--- config.mk ---
export PLATFORM = sky130hd
export DESIGN_NAME = wb_arbiter
export DESIGN_NICKNAME = d
export VERILOG_FILES = /design/src/rtl/wb_arbiter.sv
export SDC_FILE = /design/constraint.sdc
export NUM_CORES = 1
export LEC_CHECK = 0
export ABC_AREA = 0
export BUFFER_PORTS_ARGS = -buffer_cell sky130_fd_sc_hd__buf_2
export CAP_MARGIN = 20
export CORE_ASPECT_RATIO = 1.1
export CORE_MARGIN = 2
export CORE_UTILIZATION = 45
export DETAILED_ROUTE_END_ITERATION = 12
export PLACE_DENSITY = 0.68
export SLEW_MARGIN = 10
export SYNTH_ARGS = -nofsm -noshare
export SYNTH_HDL_FRONTEND = slang
export SYNTH_SLANG_ARGS = --single-unit
--- constraint.sdc ---
create_clock -name clk -period 2.3 [get_ports clk]
set_input_delay 0.46 -clock clk [delete_from_list [all_inputs] [get_ports clk]]
set_output_delay 0.46 -clock clk [all_outputs]
set_load 0.02 [all_outputs]
--- src/rtl/wb_arbiter.sv ---
`default_nettype none
// +----------------------------------------------------------------------------+
// | wb_arbiter : register-file write port arbiter, ALU priority, buffered MEM,  |
// |              WAW kill and pending-destination mask.        Rev 1.0          |
// +----------------------------------------------------------------------------+

package const_pkg;
  localparam int REG_ADDR  = 5;
  localparam int REG_WIDTH = 32;
  localparam int REG_NUM   = 32;
endpackage

module wb_arbiter
  import const_pkg::*;
#(
  parameter int MEM_FIFO_DEPTH = 4,
  parameter bit DROP_ZERO_REG  = 1'b1
) (
  input  logic                 clk,
  input  logic                 rst,
  input  logic                 i_alu_valid,
  input  logic [REG_ADDR-1:0]  i_alu_dest,
  input  logic [REG_WIDTH-1:0] i_alu_data,
  input  logic                 i_mem_valid,
  output logic                 o_mem_ready,
  input  logic [REG_ADDR-1:0]  i_mem_dest,
  input  logic [REG_WIDTH-1:0] i_mem_data,
  output logic                 o_write_enable,
  output logic [REG_ADDR-1:0]  o_write_select,
  output logic [REG_WIDTH-1:0] o_write_data,
  output logic [REG_NUM-1:0]   o_pending_mask
);

  localparam int c_PTR_W = $clog2(MEM_FIFO_DEPTH);
  localparam int c_CNT_W = c_PTR_W + 1;

  logic [REG_ADDR-1:0]       r_fifo_dest [MEM_FIFO_DEPTH];
  logic [REG_WIDTH-1:0]      r_fifo_data [MEM_FIFO_DEPTH];
  logic [MEM_FIFO_DEPTH-1:0] r_fifo_live;
  logic [c_PTR_W-1:0]        r_wr_ptr;
  logic [c_PTR_W-1:0]        r_rd_ptr;
  logic [c_CNT_W-1:0]        r_count;

  logic                      r_we;
  logic [REG_ADDR-1:0]       r_sel;
  logic [REG_WIDTH-1:0]      r_data;

  logic                      w_mem_ready;
  logic                      w_push;
  logic                      w_pop;
  logic                      w_alu_we;
  logic                      w_head_we;
  logic                      w_same_dest;
  logic [REG_NUM-1:0]        w_mask;

  assign w_mem_ready = !rst && (r_count != c_CNT_W'(MEM_FIFO_DEPTH));
  assign w_push      = i_mem_valid && w_mem_ready;
  assign w_pop       = !i_alu_valid && (r_count != '0);
  assign w_same_dest = i_alu_valid && (i_alu_dest == i_mem_dest);
  assign w_alu_we    = !(DROP_ZERO_REG && (i_alu_dest == '0));
  assign w_head_we   = r_fifo_live[r_rd_ptr] &&
                       !(DROP_ZERO_REG && (r_fifo_dest[r_rd_ptr] == '0));

  // Payload storage needs no reset; liveness and pointers define occupancy.
  always_ff @(posedge clk) begin
    if (w_push) begin
      r_fifo_dest[r_wr_ptr] <= i_mem_dest;
      r_fifo_data[r_wr_ptr] <= i_mem_data;
    end
  end

  always_ff @(posedge clk) begin
    if (rst) begin
      r_fifo_live <= '0;
      r_wr_ptr    <= '0;
      r_rd_ptr    <= '0;
      r_count     <= '0;
      r_we        <= 1'b0;
      r_sel       <= '0;
      r_data      <= '0;
    end else begin
      // ALU is younger than every queued MEM result, including one arriving now.
      if (i_alu_valid) begin
        for (int i = 0; i < MEM_FIFO_DEPTH; i++) begin
          if (r_fifo_dest[i] == i_alu_dest) begin
            r_fifo_live[i] <= 1'b0;
          end
        end
      end
      if (w_pop) begin
        r_fifo_live[r_rd_ptr] <= 1'b0;
        r_rd_ptr              <= r_rd_ptr + 1'b1;
      end
      if (w_push) begin
        r_fifo_live[r_wr_ptr] <= !w_same_dest;
        r_wr_ptr              <= r_wr_ptr + 1'b1;
      end
      case ({w_push, w_pop})
        2'b10:   r_count <= r_count + 1'b1;
        2'b01:   r_count <= r_count - 1'b1;
        default: r_count <= r_count;
      endcase

      if (i_alu_valid) begin
        r_we   <= w_alu_we;
        r_sel  <= i_alu_dest;
        r_data <= i_alu_data;
      end else if (w_pop) begin
        r_we   <= w_head_we;
        r_sel  <= r_fifo_dest[r_rd_ptr];
        r_data <= r_fifo_data[r_rd_ptr];
      end else begin
        r_we   <= 1'b0;
      end
    end
  end

  // Only occupied slots can be live, so no pointer-range test is needed here.
  always_comb begin
    w_mask = '0;
    for (int i = 0; i < MEM_FIFO_DEPTH; i++) begin
      if (r_fifo_live[i]) begin
        w_mask[r_fifo_dest[i]] = 1'b1;
      end
    end
    if (r_we) begin
      w_mask[r_sel] = 1'b1;
    end
    if (DROP_ZERO_REG) begin
      w_mask[0] = 1'b0;
    end
  end

  assign o_mem_ready    = w_mem_ready;
  assign o_write_enable = r_we;
  assign o_write_select = r_sel;
  assign o_write_data   = r_data;
  assign o_pending_mask = w_mask;

endmodule
`default_nettype wire

==> metrics.cfg <==
[outcome]
status = finished, violations left
violations = setup timing

[floorplanning]
die_w_um = 142
core_um2 = 20500
ios = 149
start_util_pct = 45.7
die-area_um2 = 22000
rows = 55
die_h_um = 155

[synthesis]
synth_ff_type = edfxtp_1
yosysTopAreaCellShare_pct = 47.4
ys_warn_count = 0
yosysUniqueCellTypes = 42
avgSynthCellArea_um2 = 12.3
ys_ff_latch = 199
synth_fp_nets = 851
syn_area_um2 = 9380
synth_edf_count = 148
yosys.area.top_type = edfxtp_1
async_reset_ff_share_pct = 0
yosysSeqAreaShare_pct = 58.3
synthTopCellsByArea = edfxtp_1 (47%), dfxtp_1 (11%), mux4_2 (9.1%)
syn-instance-count = 763

[clocking]
ctsHoldBuffers = 0
cts_sinks = 199
htree_levels = 4
path_clk_slew_ps = 70
insertion_delay_ps = 420
numCtsBuffers = 17
cts_tree = done
cts_root_buf = clkbuf_16
cts_max_path_buffers = 2

[hold_path]
hp-class = input port to register

[power]
switchingPower_mw = 3.18
p_per_area_nw_per_um2 = 892
power_frac_seq_pct = 43.1
power.share.clock_pct = 30.1
vdd_drop_max_mv = 0.497
p_int_mw = 7.11
total_power_mw = 10.3
pwr-share-comb_pct = 26.8
p_leak_nw = 4.24
sw_frac_of_total_pct = 30.9

[grt]
grt.met1_usage_pct = 27.9
grt_use_total_pct = 22.6
grt_pass1_wl_um = 38100
overflow = 0
grt_antenna_before_repair = 1
met2_usage_pct = 39.0
top_usage_layer = met2
grt_pass1_vias = 6990
grt_max_degree = 82
use_met3_pct = 4.34

[job]
cap_violations = 0

[critical_path]
r2r_end = o_write_enable
reg2reg_depth = 5
start_kind = register
rr_startpoint = r_fifo_dest[1][2]
critPathMaxFanout = 8
worstSetupPathDepth = 5
crit_chain = buf_4 > nor3b_2 > a22oi_1 > nand3_1 > buf_2
cpLargestDelayFamily = flip-flops
crit_slowest_cell = edfxtp_1
critPathMaxStageDelay_ps = 540
crit_path_end = o_pending_mask[5]
crit_path_start = r_fifo_dest[1][3]
crit_buf_inv = 2
cp.arrival_ps = 1880
cp.required_ps = 1840
critPathKind = register to output port
r2r_slack_ps = 160
end_kind = output port

[drt]
post_drt_via_cell_ratio = 5.97
final_antenna_net_count = 0
vias = 7143
drtIter0Drc = 644
drc = 0
drt_first_pass_iters = 7
drt-total-wl_um = 25000
routedWlPerCell_um = 20.9

[sta]
fin_crit_ps = 2340
fmax_mhz = 427
fin_ws_ps = -42.5
post-route-period-util_pct = 102
worst_slew_pin_slew_ps = 832
rsz0062_at_grt = true
finClkSkew_ps = 11.1
hold_viol_final = 0
finalSetupTns_ps = -269
slew_headroom_pct = 44.5
hold_ws_ps = 254
finalSetupViolCount = 15
slew_viol_final = 0

[final_layout]
area_growth_pct = 23.0
finalNetCount = 1014
post_route_cells_drive_above_1_share_pct = 34.4
fill_cells = 1725

[placed_design]
port-buffer-count = 147
gp_congestion = 0.926
hpwl_um = 16300

-- cells in the mapped netlist, drive strengths merged (2+ instances only) --
cell type  instances
nor3              10
nand3b            23
a32o               4
nor4               5
a221oi            37
edfxtp           148
a22oi             29
buf               17
nor2              46
inv               54
xor2              22
a211o              4
a21oi             42
xnor2              7
o21ai              3
or2                2
dfxtp             51
nand2             64
or3b               3
o22ai             20
or3                4
and3               5
clkbuf            47
o221ai            16
ha                 9
mux4              38
nand3             24
nor3b             19
-- through the flow --
| step | cells | utilization, % | instance area (um2) | setup WS [ps] |
|---|---|---|---|---|
| after floorplan | 763 | - | 9400 | 42.1 |
| after global placement | 1124 | 50.8 | 10400 | 273 |
| after detailed placement | 1124 | 50.8 | 10400 | 207 |
| after CTS | 1179 | 55.2 | 11300 | -45.1 |
| after global routing | 1196 | 56.3 | 11500 | -149 |
| final | 1196 | 56.3 | 11500 | -42.5 |
-- flip-flops by register name (all words and copies together) (netlist names), named ones only --
signal and flops:
o_write_data 32, o_write_enable 1, o_write_select 5, r_count 3, r_fifo_data 128, r_fifo_dest 20
r_fifo_live 4, r_rd_ptr 2, r_wr_ptr 2
-- cells by family after synthesis --
family,count (synthesis),share of synthesized area [%]
muxes,38,9.12
AOI/OAI and AO/OA,160,12.3
and+or+nand+nor,208,11.2
buffers and inverters,118,4.99
other,1,0.0400
adders and majority gates,10,1.41
xor gates and xnor gates,29,2.71
DFF,199,58.3
-- worst reg2reg max path: stages (launching register included) --
cell	delay [ps]
edfxtp_1	560
buf_4	220
mux4_2	460
or4_1	550
o211ai_2	150
a21oi_1	80
-- power groups by stage --
| stage | Clock (mW) | Combinational, mW | Sequential [mW] |
|---|---|---|---|
| after global routing | 3.29 | 3.01 | 4.46 |
| after floorplan | 0 | 1.77 | 4.52 |
| after CTS | 3.14 | 2.74 | 4.42 |
| after detailed placement | 0 | 2.69 | 4.50 |
| final | 3.10 | 2.76 | 4.43 |
| after global placement | 0 | 2.66 | 4.49 |
-- cell usage in the layout, fill, tap and decap left out, types with 3 or more instances in the layout --
cell / netlist / layout
bufinv_16: 0 / 4
nor4_1: 5 / 5
a211o_1: 4 / 4
nor3_1: 10 / 4
and3_1: 5 / 5
a32o_1: 4 / 4
xnor2_1: 7 / 7
inv_1: 54 / 50
o221ai_1: 16 / 15
buf_2: 8 / 137
ha_1: 9 / 9
a221oi_1: 37 / 37
a21oi_1: 42 / 42
nor2_1: 46 / 43
dfxtp_2: 0 / 10
xor2_1: 22 / 22
nor3b_2: 0 / 12
nor3b_4: 0 / 3
clkbuf_16: 0 / 17
buf_6: 1 / 5
nor3_2: 0 / 6
nand3_1: 24 / 24
nand3b_1: 23 / 23
buf_4: 1 / 61
o21ai_0: 3 / 3
nor3b_1: 19 / 4
edfxtp_1: 148 / 148
nor2_2: 0 / 3
o22ai_1: 20 / 20
nand2_1: 64 / 64
buf_12: 0 / 5
clkinvlp_4: 0 / 7
a22oi_1: 29 / 29
mux4_2: 38 / 38
dfxtp_1: 51 / 41
-- final cells by class --
cell class | count | area (um2) | area share (%)
flip-flops and latches | 199 | 5480 | 47.5
multi-input cells | 446 | 3600 | 31.2
repair buffers | 208 | 1300 | 11.3
clock buffers | 20 | 447 | 3.87
well taps | 256 | 320 | 2.78
inverters | 54 | 218 | 1.89
clock inverters | 12 | 174 | 1.51
diodes | 1 | 2.50 | 0.0217
-- how the worst min path moves through the flow --
stage,startpoint,to,slack (ps),cells after the start
2_1_floorplan,r_count[2],r_count[2],490,2
3_3_place_gp,r_wr_ptr[1],r_wr_ptr[1],540,2
3_5_place_dp,o_write_data[17],o_write_data[17],550,2
4_1_cts,i_mem_data[17],r_fifo_data[2][17],230,1
5_1_grt,i_mem_data[5],r_fifo_data[2][5],240,1
6_report,i_mem_data[17],r_fifo_data[2][17],250,1
-- metal layers --
metal	up-vias	wire length, um
met2	357	12800
met4	0	782
li1	3223	-
met3	65	1760
met1	3498	9650
met5	-	0
-- what timing repair did --
action | CTS | global route
pin swaps | 6 | 7
setup endpoints to repair | 26 | 31
gates resized for setup | 29 | 26
setup buffers | 24 | 17
(Power assumes the default switching activity.)
